### config.mk
export PLATFORM = sky130hd
export DESIGN_NAME = pc_gen
export DESIGN_NICKNAME = d
export VERILOG_FILES = /design/src/rtl/pc_gen_pkg.sv /design/src/rtl/pc_gen_bht.sv /design/src/rtl/pc_gen.sv
export SDC_FILE = /design/constraint.sdc
export NUM_CORES = 1
export LEC_CHECK = 0
export ABC_CLOCK_PERIOD_IN_PS = 5000
export CELL_PAD_IN_SITES_DETAIL_PLACEMENT = 0
export CELL_PAD_IN_SITES_GLOBAL_PLACEMENT = 2
export CORE_MARGIN = 4
export CORE_UTILIZATION = 29
export CTS_CLUSTER_DIAMETER = 40
export CTS_CLUSTER_SIZE = 12
export DETAILED_ROUTE_END_ITERATION = 7
export PLACE_DENSITY_LB_ADDON = 0.08
export SYNTH_ARGS = -nofsm -noshare
export SYNTH_HDL_FRONTEND = slang
export SYNTH_SLANG_ARGS = --single-unit
### constraint.sdc
create_clock -name clk -period 5 [get_ports clk]
set_input_delay 1 -clock clk [delete_from_list [all_inputs] [get_ports clk]]
set_output_delay 1 -clock clk [all_outputs]
set_load 0.005 [all_outputs]
### src/rtl/pc_gen_pkg.sv
// Shared RISC-V fetch definitions for pc_gen: opcodes, NOP, immediate extraction
// and the 2-bit branch-history counter helpers.
package pc_gen_pkg;

  localparam logic [6:0]  OPC_JAL    = 7'b1101111;
  localparam logic [6:0]  OPC_JALR   = 7'b1100111;
  localparam logic [6:0]  OPC_BRANCH = 7'b1100011;
  localparam logic [31:0] NOP        = 32'h0000_0013;

  localparam logic [1:0]  CTR_INIT   = 2'b01;
  localparam logic [1:0]  CTR_MAX    = 2'b11;
  localparam logic [1:0]  CTR_MIN    = 2'b00;

  function automatic logic [31:0] imm_j(input logic [31:0] inst);
    return {{12{inst[31]}}, inst[19:12], inst[20], inst[30:21], 1'b0};
  endfunction

  function automatic logic [31:0] imm_b(input logic [31:0] inst);
    return {{20{inst[31]}}, inst[7], inst[30:25], inst[11:8], 1'b0};
  endfunction

  // Saturating step of a 2-bit predictor counter.
  function automatic logic [1:0] ctr_next(input logic [1:0] ctr, input logic taken);
    if (taken)
      return (ctr == CTR_MAX) ? CTR_MAX : ctr + 2'd1;
    else
      return (ctr == CTR_MIN) ? CTR_MIN : ctr - 2'd1;
  endfunction

endpackage

### src/rtl/pc_gen_bht.sv
// Branch history table: array of 2-bit saturating counters with one
// combinational read port and one registered update port.
module pc_gen_bht
  import pc_gen_pkg::*;
#(
  parameter int IDX_W = 6
) (
  input  logic             clk,
  input  logic             rst_n,
  input  logic [IDX_W-1:0] rd_idx,
  output logic             rd_taken,
  input  logic             upd_valid,
  input  logic [IDX_W-1:0] upd_idx,
  input  logic             upd_taken
);

  localparam int ENTRIES = 2 ** IDX_W;

  logic [1:0] ctr [ENTRIES];

  // Read sees the stored value, so a same-cycle update does not affect it.
  assign rd_taken = ctr[rd_idx][1];

  always_ff @(posedge clk) begin
    if (!rst_n) begin
      for (int i = 0; i < ENTRIES; i++) ctr[i] <= CTR_INIT;
    end else if (upd_valid) begin
      ctr[upd_idx] <= ctr_next(ctr[upd_idx], upd_taken);
    end
  end

endmodule

### src/rtl/pc_gen.sv
// Next-PC generator and IF/ID register. Branch prediction uses a BHT when
// PC_GEN_BHT_EN is defined, otherwise static backward-taken/forward-not-taken.
module pc_gen
  import pc_gen_pkg::*;
#(
  parameter logic [31:0] RESET_PC  = 32'h0000_0000,
  parameter int          BHT_IDX_W = 6
) (
  input  logic        clk,
  input  logic        rst_n,
  input  logic        stall,
  input  logic [31:0] inst,
  input  logic        is_jump,
  input  logic        is_jal,
  input  logic        is_jalr,
  input  logic        is_branch,
  input  logic        redirect_valid,
  input  logic [31:0] redirect_pc,
  input  logic        upd_valid,
  input  logic [31:0] upd_pc,
  input  logic        upd_taken,
  output logic [31:0] pc,
  output logic        id_valid,
  output logic [31:0] id_pc,
  output logic [31:0] id_inst,
  output logic        id_pred_taken
);

  logic        dec_jal;
  logic        dec_jalr;
  logic        dec_br;
  logic        br_taken;
  logic        pred_taken;
  logic [31:0] next_pc;

  assign dec_jal  = is_jump & is_jal;
  assign dec_jalr = is_jump & is_jalr & ~is_jal;
  assign dec_br   = is_jump & is_branch;

`ifdef PC_GEN_BHT_EN
  pc_gen_bht #(
    .IDX_W(BHT_IDX_W)
  ) u_bht (
    .clk      (clk),
    .rst_n    (rst_n),
    .rd_idx   (pc[BHT_IDX_W+1:2]),
    .rd_taken (br_taken),
    .upd_valid(upd_valid),
    .upd_idx  (upd_pc[BHT_IDX_W+1:2]),
    .upd_taken(upd_taken)
  );
`else
  // Backward branches (negative offset) predicted taken.
  assign br_taken = inst[31];
`endif

  always_comb begin
    pred_taken = 1'b0;
    next_pc    = pc + 32'd4;
    if (dec_jal) begin
      pred_taken = 1'b1;
      next_pc    = (pc + imm_j(inst)) & ~32'h3;
    end else if (dec_br && br_taken) begin
      pred_taken = 1'b1;
      next_pc    = (pc + imm_b(inst)) & ~32'h3;
    end else if (dec_jalr) begin
      // Target depends on a register value; fall through and let execute redirect.
      pred_taken = 1'b0;
      next_pc    = pc + 32'd4;
    end
  end

  always_ff @(posedge clk) begin
    if (!rst_n) begin
      pc            <= RESET_PC;
      id_valid      <= 1'b0;
      id_pc         <= 32'h0;
      id_inst       <= NOP;
      id_pred_taken <= 1'b0;
    end else if (redirect_valid) begin
      pc       <= redirect_pc;
      id_valid <= 1'b0;
    end else if (!stall) begin
      pc            <= next_pc;
      id_valid      <= 1'b1;
      id_pc         <= pc;
      id_inst       <= inst;
      id_pred_taken <= pred_taken;
    end
  end

endmodule
==> summary.txt, run 1 <==
STA
  • Post-route minimum period: 4.10 ns
  • Slew @ Worst Pin: 1.09 ns
  • Final Setup Violations: 0
  • WHS: 0.453 ns
  • Fin. Hold Viols: 0
  • RSZ-0062 raised after global routing: false
  • Setup_tns: 0 ns
  • Slew Limit Fails: 0
  • Layout Skew: 0.00963 ns
  • Final worst slack: 0.901 ns
  • Final period util: 82.0%
  • Slew margin rel.: 27.0%
  • Fmax achieved: 244 MHz

Flow run
  • Maxcap violations: 0

Clock tree
  • Root buf cell: clkbuf_16
  • H-tree lvl count: 3
  • Clock latency at the later pin of the worst-skew pair: 0.36 ns
  • CTS Buf Count: 9
  • # Post-CTS Setup Buffers: 0
  • CTS Buffer Depth: 2
  • Worst-path clk slew: 0.08 ns
  • Clock Sinks: 98
  • Post-CTS sizing: 0
  • CTS tree: yes
  • CTS Hold Buffers Added: 0

Worst setup path
  • FF-to-FF End: pc[28]
  • Setup CP Type: input pin to flip-flop
  • Reg-to-reg critical path startpoint: pc[3]
  • Worst EP arrival: 4.33 ns
  • CP Max Fanout: 12
  • Worst R2R Path Depth: 11
  • CP endpoint kind: flip-flop
  • CP required: 5.24 ns
  • Reg-to-reg slack, setup: 1.53 ns
  • Startpoint Class: input pin

Logic synthesis
  • Mean Syn Cell Area: 7.10 µm²
  • Sequential share of the synthesized area: 26.7%
  • Main flop type after synthesis: dfxtp_1
  • Synth Register Bits: 98
  • Synthesized area: 7330 µm²
  • Synth cell types: 71
  • Cell count after synthesis: 1,033
  • FFs w/ async S/R, synth: 0%
  • Yosys warnings: 0
  • Syn_nets: 1,183
  • Number of synthesized flops with an enable pin: 0

Global route
  • Global Route Usage Sum: 21.6%
  • Largest net degree at the start of global routing: 48
  • Initial antenna violation count: 0
  • First-pass GRT wire length: 47,700 µm
  • Grt ovf: 0
  • Vias in the first global route: 7,995

Pwr
  • Leakage: 0.00358 µW
  • Cell Pwr Density: 248 nW/µm²
  • Worst-case vdd ir drop: 0.180 mV

Cells and area
  • Layout area overhead: 31.1%
  • Final core occ: 39.1%
  • Final #Nets: 1,319
  • Layout cells sized above 1: 4.86%
  • Ant diodes: 0
  • Finished Cell Area: 9620 µm²

Detailed routing
  • Iter 0 DRT Violations: 600
  • DRT antenna net count: 0
  • DRC: 0
  • Via/cell ratio: 5.46
  • Pre-antenna DRT Iters: 5
  • Final WL: 31,200 µm
  • Wire length per cell: 20.8 µm
  • Routed vias: 8,180

Placement
  • RePlAce Congestion: 0.862
  • I/O Buffers: 168
  • Hpwl dp: 23,900 µm
  • Placed cell areas: 9340 µm²
  • Setup Slack @ Placement: 0.534 ns

Min path
  • Hold path start: id_inst[2]
  • Hold Path Sink: id_inst[2]
  • Hold Path Class: flip-flop to flip-flop
  • Hold depth: 2

Floorplanning
  • Die height: 167 µm
  • # rows: 57
  • Area of the die: 27,900 µm²
  • Core area: 24,600 µm²
  • Horiz. Die Dim: 167 µm
  • Top Ports: 204
  • Starting Density: 29.8%

Outcome
  • Status: complete, no violations
-- per-layer routing --
layer  global-route usage (%)  vias to the layer above  share of wire [%]
met4                     6.19                        0                2.6
met5                        0                        -                  0
met3                     3.15                       42                4.1
li1                         -                     4029                  -
met1                     26.6                     3901                 42
met2                     39.1                      208                 51
-- sequential cells by signal, indices dropped and copies added (netlist names) --
name and flops:
pc 32, id_pred_taken 1, id_valid 1, id_inst 32, id_pc 32
-- cell type report --
cell class,count,area [µm²]
flip-flops and latches,98,1960
clock buffers,11,233
multi-input cells,850,5040
fillers,2686,15000
well taps,324,405
clock inverters,5,46.3
inverters,17,63.8
repair buffers,193,1860
-- synthesized netlist by cell type, drive strengths merged (3+ instances only) --
| master | count | area share (%) |
|---|---|---|
| nand2 | 207 | 11 |
| a21oi | 149 | 10 |
| dfxtp | 98 | 27 |
| nor2 | 70 | 3.6 |
| clkbuf | 55 | 2.8 |
| o21ai | 54 | 3.7 |
| ha | 42 | 7.2 |
| nand3 | 33 | 2.3 |
| nor3 | 27 | 1.8 |
| xnor2 | 27 | 3.2 |
| xor2 | 20 | 2.4 |
| a21o | 17 | 1.7 |
| a31oi | 17 | 1.4 |
| and3 | 17 | 1.4 |
| a211oi | 16 | 1.6 |
| inv | 16 | 0.82 |
| o211ai | 15 | 1.5 |
| buf | 13 | 0.94 |
| nand4 | 13 | 1.1 |
| nand2b | 11 | 0.94 |
| o311ai | 8 | 0.96 |
| or3 | 8 | 0.68 |
| and4 | 6 | 0.72 |
| o21a | 6 | 0.61 |
| o22ai | 6 | 0.51 |
| a221o | 5 | 0.68 |
| a221oi | 5 | 0.60 |
| and2 | 5 | 0.43 |
| o21bai | 5 | 0.51 |
| a2111oi | 4 | 0.73 |
| nor2b | 4 | 0.34 |
| nor4 | 4 | 0.34 |
| o221ai | 4 | 0.48 |
| o31a | 4 | 0.48 |
| o31ai | 4 | 0.48 |
| a311o | 3 | 0.41 |
| a311oi | 3 | 0.36 |
| a41oi | 3 | 0.36 |
-- stage by stage --
step | instances | total power (µW)
2_1_floorplan | 1033 | 1360
3_3_place_gp | 1482 | 1720
3_5_place_dp | 1482 | 1710
4_1_cts | 1498 | 2430
5_1_grt | 1498 | 2530
6_report | 1498 | 2390
-- power by group --
part           leakage (µW)  switching, µW  internal, µW  total, µW
Sequential         0.000803           58.4           822        880
Clock              0.000137            347           348        695
Combinational       0.00264            462           350        812
Total               0.00358            868          1520       2390
-- cell families after synthesis --
group	after synthesis	synth area share (%)
simple gates	414	25.2
xor+xnor	47	5.61
buf+inv	85	4.62
fa+ha+maj	44	7.71
mux	3	0.426
flops	98	26.7
compound gates	342	29.6
-- worst max path at each step --
stage / startpoint / end / slack [ns] / depth (start not counted)
final: inst[31] / pc[21] / 0.90 / 9
after global routing: inst[31] / pc[21] / 0.71 / 9
after global placement: inst[31] / pc[21] / 0.50 / 9
after detailed placement: inst[31] / pc[21] / 0.53 / 9
after floorplan: inst[26] / pc[29] / 1.64 / 10
after CTS: inst[31] / pc[21] / 0.91 / 9
-- worst max-delay path: stages --
cell	delay (ns)
clkdlybuf4s50_1	0.84
ha_1	0.41
a21oi_1	0.22
o21ai_0	0.20
or4_4	0.58
a311o_1	0.41
a32o_1	0.27
o41ai_2	0.29
o31ai_2	0.10
-- cells in the final DEF (no fill, tap or decap), types with 5 or more instances in the layout --
cell type,instances
clkdlybuf4s50_1,167
buf_4,25
and3_1,17
a21o_1,17
xnor2_1,27
nor2_1,69
o211ai_1,15
o21ai_0,47
and4_1,6
o22ai_1,6
xor2_1,20
nand3_1,33
nand2_1,206
dfxtp_1,98
nor3_1,27
a21oi_1,145
a31oi_1,17
o21ai_1,7
o311ai_0,6
a211oi_1,16
a221o_1,5
clkbuf_16,9
ha_1,42
o21a_1,6
nand2b_1,11
o21bai_1,5
inv_1,14
a221oi_1,5
or3_1,8
nand4_1,13
(Power assumes the default switching activity.)
==> run 2, diff against run 1 <==
Settings changed: ABC_CLOCK_PERIOD_IN_PS 5000 to 4150, CORE_UTILIZATION 29 to 27.
Clock period 5 ns to 4.15 ns, I/O delays scaled along.
==> run 2 against run 1 <==
  * Count of clock-buffer cells in the layout shrank 2
  * Utilization shrank 1.6 points
  * Die area up 7.0%
  * Critical path depth is 3 higher
  * Sequential share of layout area is 0.87 points lower
  * Clock skew up 0.0016 ns
  * Total power rose by 27%
  * Global-route usage shrank 0.76 points
  * Critical path type unchanged
  * Largest power group is now combinational logic
  * Highest routed layer unchanged
==> summary.txt, run 2 (same netlist as run 1, synthesis figures left out) <==
Flow run
  • Maxcap violations: 0

Pwr
  • Clk pwr share: 30.6%
  • Leakage: 0.00384 µW
  • Cell Pwr Density: 302 nW/µm²
  • Net Sw Frac: 36.0%
  • Net Switching: 1090 µW
  • Flop pwr share: 34.5%
  • Internal power: 1940 µW
  • Worst-case vdd ir drop: 0.159 mV
  • Logic gate share of total power: 34.9%

Floorplanning
  • Core area: 26,800 µm²
  • Starting Density: 27.4%
  • Die height: 173 µm
  • # rows: 60
  • Top Ports: 204
  • Area of the die: 29,900 µm²
  • Horiz. Die Dim: 173 µm

Placement
  • Hpwl dp: 25,000 µm
  • RePlAce Congestion: 0.861
  • Placed cell areas: 9740 µm²
  • I/O Buffers: 168

STA
  • Slew margin rel.: 46.8%
  • Slew Limit Fails: 0
  • Layout Skew: 0.0112 ns
  • Fin. Hold Viols: 0
  • Fmax achieved: 277 MHz
  • Post-route minimum period: 3.60 ns
  • RSZ-0062 raised after global routing: false
  • Slew @ Worst Pin: 0.799 ns
  • Final period util: 86.8%
  • Final Setup Violations: 0
  • Setup_tns: 0 ns

Detailed routing
  • Iter 0 DRT Violations: 584
  • Routed vias: 8,292
  • Via/cell ratio: 5.32
  • Wire length per cell: 20.8 µm
  • DRT antenna net count: 0
  • Pre-antenna DRT Iters: 5
  • Final WL: 32,500 µm
  • DRC: 0

Worst setup path
  • Reg-to-reg slack, setup: 1.05 ns
  • Worst EP arrival: 3.86 ns
  • CP required: 4.40 ns
  • CP Max Fanout: 14
  • Worst R2R Path Depth: 9
  • CP endpoint kind: flip-flop
  • Setup CP Type: input pin to flip-flop
  • Reg-to-reg critical path startpoint: pc[8]
  • Crit. Startpoint: inst[31]
  • Startpoint Class: input pin

Clock tree
  • CTS Buf Count: 9
  • CTS Hold Buffers Added: 0
  • # Post-CTS Setup Buffers: 0
  • H-tree lvl count: 3
  • Clock Sinks: 98
  • Worst-path clk slew: 0.08 ns
  • CTS tree: yes
  • Root buf cell: clkbuf_16
  • Clock latency at the later pin of the worst-skew pair: 0.36 ns
  • CTS Buffer Depth: 2
  • Post-CTS sizing: 0

Global route
  • Initial antenna violation count: 0
  • First-pass GRT wire length: 49,500 µm
  • Grt ovf: 0
  • Global Route Usage Sum: 20.9%
  • Vias in the first global route: 8,194
  • Largest net degree at the start of global routing: 68

Min path
  • Hold Path Class: flip-flop to flip-flop
  • Hold path start: id_valid
  • Hold depth: 2

Cells and area
  • Fill cells: 2,916
  • Final #Nets: 1,364
  • Layout area overhead: 36.9%
  • Ant diodes: 0
  • Commonest non-fill, non-tap cell in the layout: nand2_1
  • Layout cells sized above 1: 8.53%
  • Finished Cell Area: 10,000 µm²
  • Commonest non-fill, non-tap cells in the layout: nand2_1 (206), clkdlybuf4s50_1 (167), a21oi_1 (145)
  • Largest regs: id_inst (32), id_pc (32), pc (32)

Outcome
  • Status: complete, no violations
## run 2: final timing paths
path | to
max reg2reg | pc[21]
max | pc[30]
min reg2reg | id_valid
min | id_valid
## run 2: through the flow
stage                     worst slack, ns  power [µW]  std cells  util (%)  hold WS [ns]
after floorplan                     0.959        1640       1033         -         0.442
after global placement              0.137        2140       1544      36.3         0.442
after detailed placement            0.173        2130       1544      36.3         0.441
after CTS                           0.561        3090       1560      37.5         0.452
after global routing                0.344        3210       1560      37.5         0.468
final                               0.546        3040       1560      37.5         0.450
## run 2: power groups by stage
stage	clock [µW]	sequential [µW]	combinational (µW)
after CTS	968	1050	1070
after floorplan	0	1070	576
final	929	1050	1060
after global placement	0	1070	1070
after global routing	990	1050	1160
after detailed placement	0	1070	1060
## run 2: final cells by class
class	instances	area, µm²	area share (%)
Inverter	17	63.8	0.635
Clock buffer	9	225	2.24
Timing Repair Buffer	238	2240	22.3
Sequential cell	98	1960	19.5
Tap cell	341	427	4.25
Clock inverter	7	83.8	0.835
Multi-Input combinational cell	850	5040	50.2
## run 2: critical path: stages
cell,delay [ns]
clkdlybuf4s50_1,0.51
buf_12,0.16
buf_4,0.24
ha_1,0.40
a21oi_1,0.20
nor2_1,0.07
or4_1,0.40
a41oi_1,0.34
o211ai_1,0.21
xnor2_1,0.17
nor2_1,0.05
o31a_1,0.27
## run 2: metal layers
layer / vias to the layer above / wire length [µm] / track usage [%] / part of all wire, %
met5: - / 0 / 0 / 0
met4: 0 / 790 / 6.35 / 2.4
met3: 36 / 1440 / 3.61 / 4.4
met2: 223 / 16500 / 38.1 / 51
met1: 3928 / 13700 / 24.9 / 42
li1: 4105 / - / - / -
